$ cat src/rtl/dsp_mult_m_stage.sv
// Multiplier stage of the DSP slice: signed 25x18 product split into two partial products,
// with an optional M pipeline register and the recombined 43-bit product for observation.
module dsp_mult_m_stage #(
  parameter int    MREG     = 1,
  parameter string USE_MULT = "MULTIPLY"
) (
  input  logic        CLK,
  input  logic        RSTM,
  input  logic        CEM,
  input  logic [24:0] A_MULT,
  input  logic [17:0] B_MULT,
  output logic [42:0] PP_LO,
  output logic [42:0] PP_HI,
  output logic [42:0] M,
  output logic        M_VALID
);

  localparam bit MULT_EN = (USE_MULT == "MULTIPLY");

  generate
    if (MREG != 0 && MREG != 1) begin : g_bad_mreg
      $error("dsp_mult_m_stage: MREG must be 0 or 1");
    end
    if (USE_MULT != "MULTIPLY" && USE_MULT != "NONE") begin : g_bad_use_mult
      $error("dsp_mult_m_stage: USE_MULT must be \"MULTIPLY\" or \"NONE\"");
    end
  endgenerate

  logic signed [24:0] a_s;
  logic signed [8:0]  b_hi_s;
  logic signed [42:0] a_x;
  logic signed [42:0] b_lo_x;
  logic signed [42:0] b_hi_x;
  logic signed [42:0] pp_lo_c;
  logic signed [42:0] pp_hi_c;

  // Every operand is widened to 43 bits first, so each product is exact before truncation.
  assign a_s     = A_MULT;
  assign b_hi_s  = B_MULT[17:9];
  assign a_x     = 43'(a_s);
  assign b_lo_x  = signed'({34'd0, B_MULT[8:0]});
  assign b_hi_x  = 43'(b_hi_s);
  assign pp_lo_c = a_x * b_lo_x;
  assign pp_hi_c = (a_x * b_hi_x) <<< 9;

  logic [42:0] pp_lo_q;
  logic [42:0] pp_hi_q;
  logic        valid_q;

  always_ff @(posedge CLK) begin
    if (RSTM) begin
      pp_lo_q <= '0;
      pp_hi_q <= '0;
      valid_q <= 1'b0;
    end else if (CEM) begin
      pp_lo_q <= MULT_EN ? pp_lo_c : '0;
      pp_hi_q <= MULT_EN ? pp_hi_c : '0;
      valid_q <= MULT_EN;
    end
  end

  // With MREG=0 the register is left dangling and trimmed by synthesis.
  always_comb begin
    PP_LO   = '0;
    PP_HI   = '0;
    M_VALID = 1'b0;
    if (MULT_EN) begin
      if (MREG == 1) begin
        PP_LO   = pp_lo_q;
        PP_HI   = pp_hi_q;
        M_VALID = valid_q;
      end else begin
        PP_LO   = pp_lo_c;
        PP_HI   = pp_hi_c;
        M_VALID = 1'b1;
      end
    end
  end

  assign M = PP_LO + PP_HI;

endmodule

$ cat config.mk
export PLATFORM = sky130hd
export DESIGN_NAME = dsp_mult_m_stage
export DESIGN_NICKNAME = d
export VERILOG_FILES = /design/src/rtl/dsp_mult_m_stage.sv
export SDC_FILE = /design/constraint.sdc
export NUM_CORES = 1
export LEC_CHECK = 0
export CORE_MARGIN = 10
export CORE_UTILIZATION = 55
export DETAILED_ROUTE_END_ITERATION = 16
export GPL_TIMING_DRIVEN = 1
export PLACE_DENSITY = 0.77
export SLEW_MARGIN = 30
export SYNTH_ARGS = -nofsm -noshare
export SYNTH_HDL_FRONTEND = slang
export SYNTH_SLANG_ARGS = --single-unit
$ cat constraint.sdc
create_clock -name CLK -period 9.95 [get_ports CLK]
set_input_delay 2.4875 -clock CLK [delete_from_list [all_inputs] [get_ports CLK]]
set_output_delay 2.4875 -clock CLK [all_outputs]
set_load 0.005 [all_outputs]
# Yosys cells after proc, flatten, opt, wreduce, memory -nomap -nowiden
# Index checks and enable logic that the tools add are counted.
# classes
add_sub_neg	1
multipliers	2
# ops
operator	count
adder 43 bit	1
multiplier 25 x 10 -> 35 bit	1
multiplier 25 x 9 -> 34 bit	1
# word_totals
regBits	78
inputBits	46
elab_cells	6

# Logic depth before layout (Yosys ltp)
# Gate-level depths: netlist of run 1.
# logic_depth
word_depth	1
mapped_depth	23

# Worst setup path before layout of run 1
# OpenSTA, ideal clock, no wires.
# synth_path
path_kind	input to register
from	in B_MULT[2]
to	reg pp_lo_q[29], in the netlist PP_LO[29]
setup_time_ns	0.122
t_arrival_ns	7.711
slack_ns	2.117
path_stages	23
path_cell_list	clkbuf_1 -> clkbuf_1 -> nand2_1 -> fa_1 -> inv_1 -> fa_1 -> inv_1 -> fa_1 -> inv_1 -> fa_1 -> inv_1 -> fa_1 -> inv_1 -> ha_1 -> o21a_1 -> o21ai_0 -> nor2_1 -> a21o_1 -> o31a_1 -> o311a_4 -> a21oi_2 -> nor4_1 -> a311o_1
# synth_between
elab_chain_cells	1
# synth_rtl
item	line_no	text
start, declared	11	input logic [17:0] B_MULT,
multiplier 25 x 10 -> 35 bit	43	assign pp_lo_c = a_x * b_lo_x;
end signal, assigned	56	pp_lo_q <= MULT_EN ? pp_lo_c : '0;
end, declared	46	logic [42:0] pp_lo_q;
# Every way passes these cells.
# A chain may end at the register's enable or synchronous reset.

# Worst setup path in the final report of run 1
# layout_path
from	in A_MULT[10]
to	reg pp_lo_q[30], in the netlist PP_LO[30]
# layout_between
elab_chain_cells	1
# layout_rtl
item	line_no	text
start, declared	10	input logic [24:0] A_MULT,
multiplier 25 x 10 -> 35 bit	43	
# Every way passes these cells.

==> results of run 1 <==
-- final timing paths --
check	from	to	slack, ns	depth (start not counted)
worst max register to register	PP_LO[41]	PP_LO[41]	8.77	2
worst min register to register	M_VALID	M_VALID	0.49	2
worst max-delay path	A_MULT[10]	PP_LO[30]	1.40	20
worst min-delay path	M_VALID	M_VALID	0.49	2
-- area by class of cell --
class                           count  area (sq um)  area share, %
Antenna cell                        1          2.50         0.0116
Clock buffer                        9           225           1.05
Clock inverter                      7          61.3          0.285
Inverter                          339          1270           5.91
Multi-Input combinational cell   1684         16200           75.4
Sequential cell                    70          1400           6.51
Tap cell                          455           569           2.64
Timing Repair Buffer              186          1770           8.24
-- worst reg2reg max path: cells and delay by family, from the launching register on --
| family | cells | cell delay [ns] |
|---|---|---|
| compound gates | 1 | 0.18 |
| simple gates | 1 | 0.13 |
| flops | 1 | 0.79 |
-- logic make-up after synthesis --
logic type,after synthesis
AND/OR/NAND/NOR,720
adder cells (fa/ha/maj),546
buffers and inverters,459
AO/OA/AOI/OAI,298
XOR/XNOR,80
flip-flops,70
multiplexers,31
other,1
-- through the flow --
step | worst slack [ns] | hold slack, ns | cell area (sq um) | std cells | util [%]
CTS | 1.32 | 0.488 | 21600 | 2750 | 62.1
global route | 1.10 | 0.507 | 21500 | 2750 | 62.0
floorplan | 2.12 | 0.458 | 19400 | 2213 | -
finish | 1.40 | 0.487 | 21500 | 2751 | 62.0
detailed placement | 0.995 | 0.477 | 21300 | 2734 | 61.3
global placement | 1.14 | 0.472 | 21300 | 2734 | 61.3
-- layout by cell type, fill, tap and decap left out, drive strengths merged, types with 27 or more instances in the layout --
cell type / instances
a211oi: 28
a21o: 45
a21oi: 81
and2: 228
buf: 28
clkdlybuf4s50: 158
dfxtp: 70
fa: 368
ha: 178
inv: 343
mux2i: 31
nand2: 260
nor2: 129
o21ai: 56
xnor2: 53
xor2: 27
-- sequential cells by signal (all words and copies together), names as in the netlist --
signal	count
M_VALID	1
PP_LO	35
PP_HI	34
-- power by group through the flow --
stage / sequential [mW] / combinational (mW) / clock [mW]
final: 0.474 / 6.07 / 0.318
after global routing: 0.484 / 6.81 / 0.336
after CTS: 0.475 / 6.10 / 0.324
after detailed placement: 0.479 / 6.05 / 0
after global placement: 0.479 / 5.93 / 0
after floorplan: 0.450 / 4.32 / 0
-- per-layer routing --
layer	global-route usage (%)	part of all wire [%]
met1	28.1	39
met2	41.9	52
met3	3.16	5.6
met4	8.82	3.5
met5	0	0
==> impl_results.md, run 1 <==
- Outcome: finished clean
- TritonCTS Buffers: 9
- Synthesis Warnings: 0
- Clock tree root buffer cell: sky130_fd_sc_hd__clkbuf_16
- Relative contribution of sequential cells to total power: 6.9%
- CTS HTree Levels: 3
- Congestion Overflow GR: 0
- Worst-margin pin slew: 0.967 ns
- Crit path buf inv count: 4
- Layout cells sized above 1: 3.27%
- Fraction of post-synthesis cell area in the top cell type by area: 37.9%
- Portion of the clock cycle consumed by the worst path in the final layout: 86.0%
- Post-CTS Hold Buffers: 0
- Number of cell rows: 68
- Per-instance average area after synthesis: 8.80 sq um
- Max-slew headroom: 35.4%
- Detailed Place HPWL: 41400 um
- Number of library cell types mapped by synthesis: 77
- Total net switching power: 3.64 mW
- Number of violations of the max-capacitance limit: 0
- Prevailing post-synth register cell: sky130_fd_sc_hd__dfxtp_1
- VDD IR-drop max: 366 uV
- Final sum of negative setup slack: 0 ns
- Setup-failing EPs final: 0
- Max Fclk: 0.117 GHz
- Routed via count divided by cell count: 5.64
- First-pass DRT Iterations: 5
- Worst setup path class: in2reg
- # fillers: 2939
- Area growth from synthesis to final layout: 10.9%
- # nets final: 2882
- Starting density of the core: 55.9%
- Core footprint: 34700 sq um
- Part of the total power dissipated in combinational logic: 88.4%
- Xor and xnor fraction of the mapped netlist area: 3.61%
- Number of synthesized register bits: 70
- Maximum number of pins on one net before global-route repair: 87
- Chain of cells forming the critical path: clkdlybuf4s50_1 > nand2_1 > fa_1 > inv_1 > fa_1 > fa_1 > fa_1 > inv_1 > fa_1 > inv_1 > ha_1 > nand2_1 > a21oi_1 > a211oi_1 > o31ai_2 > o221a_2 > a211oi_2 > o31ai_1 > a2111o_1 > o221ai_1
- Overall die height: 208 um
- Master of the slowest instance on the critical path: sky130_fd_sc_hd__clkdlybuf4s50_1
- Largest family of logic cells by synthesized area: adder cells
- Placer's final routability congestion estimate: 0.948
- Type of origin of the critical path: input port
- Power consumption: 6.86 mW
- Quantity of I/O buffers inserted on ports: 166
- Adder-cell share of the synthesized area: 49.4%
- Top cells by area, synth: sky130_fd_sc_hd__fa_1 (38%), sky130_fd_sc_hd__ha_1 (11%), sky130_fd_sc_hd__and2_1 (7.3%)
- Synth Area in Simple Gates: 18.2%
- Remaining antenna violation count after routing: 0
- Antenna violations before repair: 1
- Internal power contribution: 3.22 mW
- Wire length of the first global-routing pass: 84200 um
- Delay of the slowest cell on the worst path: 1.05 ns
- Post-CTS setup buffer count: 0
- Skew final: 0 ns
- Most frequent cell after synthesis: sky130_fd_sc_hd__fa_1
- Post-synth EDFFs: 0
- Number of pins with negative max-slew slack in the final report: 0
- Initial DRC Count: 923
- Family with the most delay on the worst path: adder cells
- Vias in the first global route: 16500
- Fraction of synthesized area in multiplexers: 1.60%
- Clock-pin slew of the registers on the worst-case setup and hold paths: 0.06 ns
- Detailed-route DRC error count: 0
- CTS tree: done
- Min-Delay Path Class: reg2reg
- Routed Wire Length: 50600 um
- Data required, critical path: 10.13 ns
- Global-route usage over all layers: 23.5%
- Overall die width: 208 um
- Part of the Yosys area used for sequential elements: 7.22%
- Post-DR wirelength/cell: 18.4 um
- Maximum fanout along the worst path: 18
- Clk pwr share: 4.6%
- Async SR Flop Fraction: 0%
- CTS Sinks: 70
- Cell types with the highest counts after synthesis: sky130_fd_sc_hd__fa_1 (368), sky130_fd_sc_hd__inv_1 (339), sky130_fd_sc_hd__nand2_1 (260), sky130_fd_sc_hd__and2_1 (227), sky130_fd_sc_hd__ha_1 (178)
- Proportion of total power due to net switching: 53.0%
- Clock network latency to the later pin of the worst-skew pair: 0.33 ns
- Mapped cell area: 19400 sq um
- Final hold violation count: 0
- Routed vias: 15500
- Area enclosed by the die boundary: 43200 sq um
- IO Count: 176
- Crit end category: flop
- Leak Pwr: 10.7 nW
- Most frequent cell on the critical path: sky130_fd_sc_hd__fa_1
- Area fraction in compound gates after synthesis: 10.5%
- Number of standard cells after synthesis: 2205
- Arrival time worst endpoint: 8.73 ns
- Post-route minimum period: 8.55 ns
- Resized cells post-CTS: 0
- CTS max path bufs: 2
- Setup repair after global routing missed its margin: no
- Power density cells: 319 nW/um^2
- Top cell type by total area after synthesis: sky130_fd_sc_hd__fa_1
Note: power is estimated with default switching activity, not from simulation.
==> inputs of run 2 (changes only) <==
--- a/config.mk
+++ b/config.mk
@@ -5,8 +5,8 @@
 export SDC_FILE = /design/constraint.sdc
 export NUM_CORES = 1
 export LEC_CHECK = 0
-export CORE_MARGIN = 10
 export CORE_UTILIZATION = 55
+export CTS_CLUSTER_DIAMETER = 200
 export DETAILED_ROUTE_END_ITERATION = 16
 export GPL_TIMING_DRIVEN = 1
 export PLACE_DENSITY = 0.77
==> run 2 against run 1 <==
Utilization is 0.25 points higher. First-iteration DRC count is 11% lower. Non-clock buffer count is 1 higher. Worst setup slack worse by 0.026 ns. Critical path depth is 2 lower. Critical endpoint is now PP_HI[39]. Design area is 0.16% higher. Wire length is 1.6% lower.
==> impl_results.md, run 2 (synthesized netlist as in run 1, its figures left out) <==
- Highest-count cells in the layout ignoring fill and taps: sky130_fd_sc_hd__fa_1 (368), sky130_fd_sc_hd__inv_1 (339), sky130_fd_sc_hd__nand2_1 (260)
- Proportion of total power due to net switching: 52.7%
- Cell total after placement: 2735
- Skew final: 0 ns
- Arrival time worst endpoint: 8.85 ns
- Number of cell rows: 68
- Maximum number of pins on one net before global-route repair: 87
- VDD IR-drop max: 285 uV
- Post-route minimum period: 8.58 ns
- Area enclosed by the die boundary: 36100 sq um
- Destination of the worst register-to-register timing path: PP_LO[41]
- Global-route usage over all layers: 28.6%
- Setup-failing EPs final: 0
- Placer's final routability congestion estimate: 0.899
- Power consumption: 6.87 mW
- Max Fclk: 0.117 GHz
- Resized cells post-CTS: 0
- Part of the total power dissipated in combinational logic: 88.3%
- Number of violations of the max-capacitance limit: 0
- Antenna violations before repair: 0
- Final sum of negative setup slack: 0 ns
- Antenna diode instance count: 0
- TritonCTS Buffers: 9
- # nets final: 2883
- Max reg flops: 35
- First-pass DRT Iterations: 9
- Worst setup path class: in2reg
- CTS tree: done
- Post-route standard cell area excluding fillers: 21600 sq um
- Setup repair after global routing missed its margin: no
- CTS HTree Levels: 3
- # fillers: 2893
- Cell Count, Final, Fillers Out: 2751
- Initial DRC Count: 817
- Maximum fanout along the worst path: 19
- Starting density of the core: 56.1%
- Remaining antenna violation count after routing: 0
- Post-CTS setup buffer count: 0
- Final hold violation count: 0
- Total net switching power: 3.62 mW
- Pre-CTS setup slack: 0.982 ns
- Start of the worst register-to-register path: PP_LO[41]
- Reg2reg setup slack: 8.79 ns
- Clk pwr share: 4.9%
- Worst setup path endpoint: PP_HI[39]
- Worst slack on hold paths: 0.475 ns
- Type of origin of the critical path: input port
- Max-slew headroom: 26.5%
- Final setup margin: 1.37 ns
- Outcome: finished clean
- IO Count: 176
- CTS max path bufs: 2
- Overall die width: 190 um
- Internal power contribution: 3.25 mW
- Quantity of I/O buffers inserted on ports: 166
- Post-Route Utilization: 62.3%
- Highest metal used: met4
- Routed via count divided by cell count: 5.72
- Number of pins with negative max-slew slack in the final report: 0
- Layout cells sized above 1: 3.14%
- Congestion Overflow GR: 0
- Crit end category: flop
- Worst-margin pin slew: 1.10 ns
- Met2 wirelength from detailed routing: 26100 um
- Most common cell after layout, fill and taps aside: sky130_fd_sc_hd__fa_1
- Detailed Place HPWL: 40200 um
- Post-CTS Hold Buffers: 0
- Area growth from synthesis to final layout: 11.1%
- Wire length of the first global-routing pass: 81800 um
- Overall die height: 190 um
- Detailed-route DRC error count: 0
- Total cell area at the placement stage: 21300 sq um
- Relative contribution of sequential cells to total power: 6.9%
- Cells on worst reg2reg path: 2
- Vias in the first global route: 16500
- Clock-pin slew of the registers on the worst-case setup and hold paths: 0.06 ns
- Post-DR wirelength/cell: 18.1 um
- Portion of the clock cycle consumed by the worst path in the final layout: 86.2%
- Clock tree root buffer cell: sky130_fd_sc_hd__clkbuf_16
- Core footprint: 34600 sq um
- Routed vias: 15700
- Routed Wire Length: 49800 um
- Critical Path Start: B_MULT[9]
- Min-Delay Path Class: reg2reg
- Clock network latency to the later pin of the worst-skew pair: 0.34 ns
- Leak Pwr: 10.8 nW
- CTS Sinks: 70
- DRT met1 WL: 19200 um
- Data required, critical path: 10.22 ns
- Power density cells: 318 nW/um^2
- Met3 wirelength from detailed routing: 2520 um
==> run 2: area by class of cell <==
cell class	instances	area, sq um	area share, %
clock buffer	10	229	1.06
sequential	70	1400	6.50
clock inverter	6	71.3	0.331
timing repair buffer	187	1800	8.33
inverter	339	1270	5.90
multi-input combinational	1684	16200	75.2
tap	455	569	2.64
==> run 2: worst min-delay path by stage <==
stage,startpoint,endpoint,cells past startpoint
floorplan,M_VALID,M_VALID,2
global placement,M_VALID,M_VALID,2
detailed placement,M_VALID,M_VALID,2
CTS,M_VALID,M_VALID,2
global route,M_VALID,M_VALID,2
finish,M_VALID,M_VALID,2
==> run 2: power groups by stage <==
stage	Sequential (mW)	Clock (mW)	Combinational [mW]
after global placement	0.479	0	5.86
after global routing	0.482	0.349	6.74
final	0.473	0.333	6.06
after detailed placement	0.478	0	6.02
after CTS	0.474	0.337	6.06
after floorplan	0.450	0	4.32
==> run 2: critical path, stage by stage <==
cell	delay [ns]
sky130_fd_sc_hd__clkdlybuf4s50_1	1.10
sky130_fd_sc_hd__buf_4	0.30
sky130_fd_sc_hd__nand2_1	0.09
sky130_fd_sc_hd__fa_1	0.59
sky130_fd_sc_hd__inv_1	0.06
sky130_fd_sc_hd__fa_1	0.49
sky130_fd_sc_hd__fa_1	0.56
sky130_fd_sc_hd__fa_1	0.45
sky130_fd_sc_hd__ha_1	0.29
sky130_fd_sc_hd__ha_1	0.37
sky130_fd_sc_hd__nand3_1	0.20
sky130_fd_sc_hd__or4_1	0.55
sky130_fd_sc_hd__o21ai_0	0.46
sky130_fd_sc_hd__o31ai_1	0.21
sky130_fd_sc_hd__o21ai_2	0.23
sky130_fd_sc_hd__a31oi_1	0.12
sky130_fd_sc_hd__xor2_1	0.15
sky130_fd_sc_hd__o21ai_0	0.13
==> run 2: metal layers <==
metal  up-vias  GRT usage [%]
li1       7110              -
met2       541           51.9
met3       139           4.15
met5         -              0
met4         0           11.3
met1      7933           33.8
==> inputs of run 3 (changes only) <==
--- a/config.mk
+++ b/config.mk
@@ -14,3 +14,4 @@
 export SYNTH_ARGS = -nofsm -noshare
 export SYNTH_HDL_FRONTEND = slang
 export SYNTH_SLANG_ARGS = --single-unit
+export TNS_END_PERCENT = 20
==> results of run 3 <==
The final DEF is identical to that of run 2; final timing and power are the same.
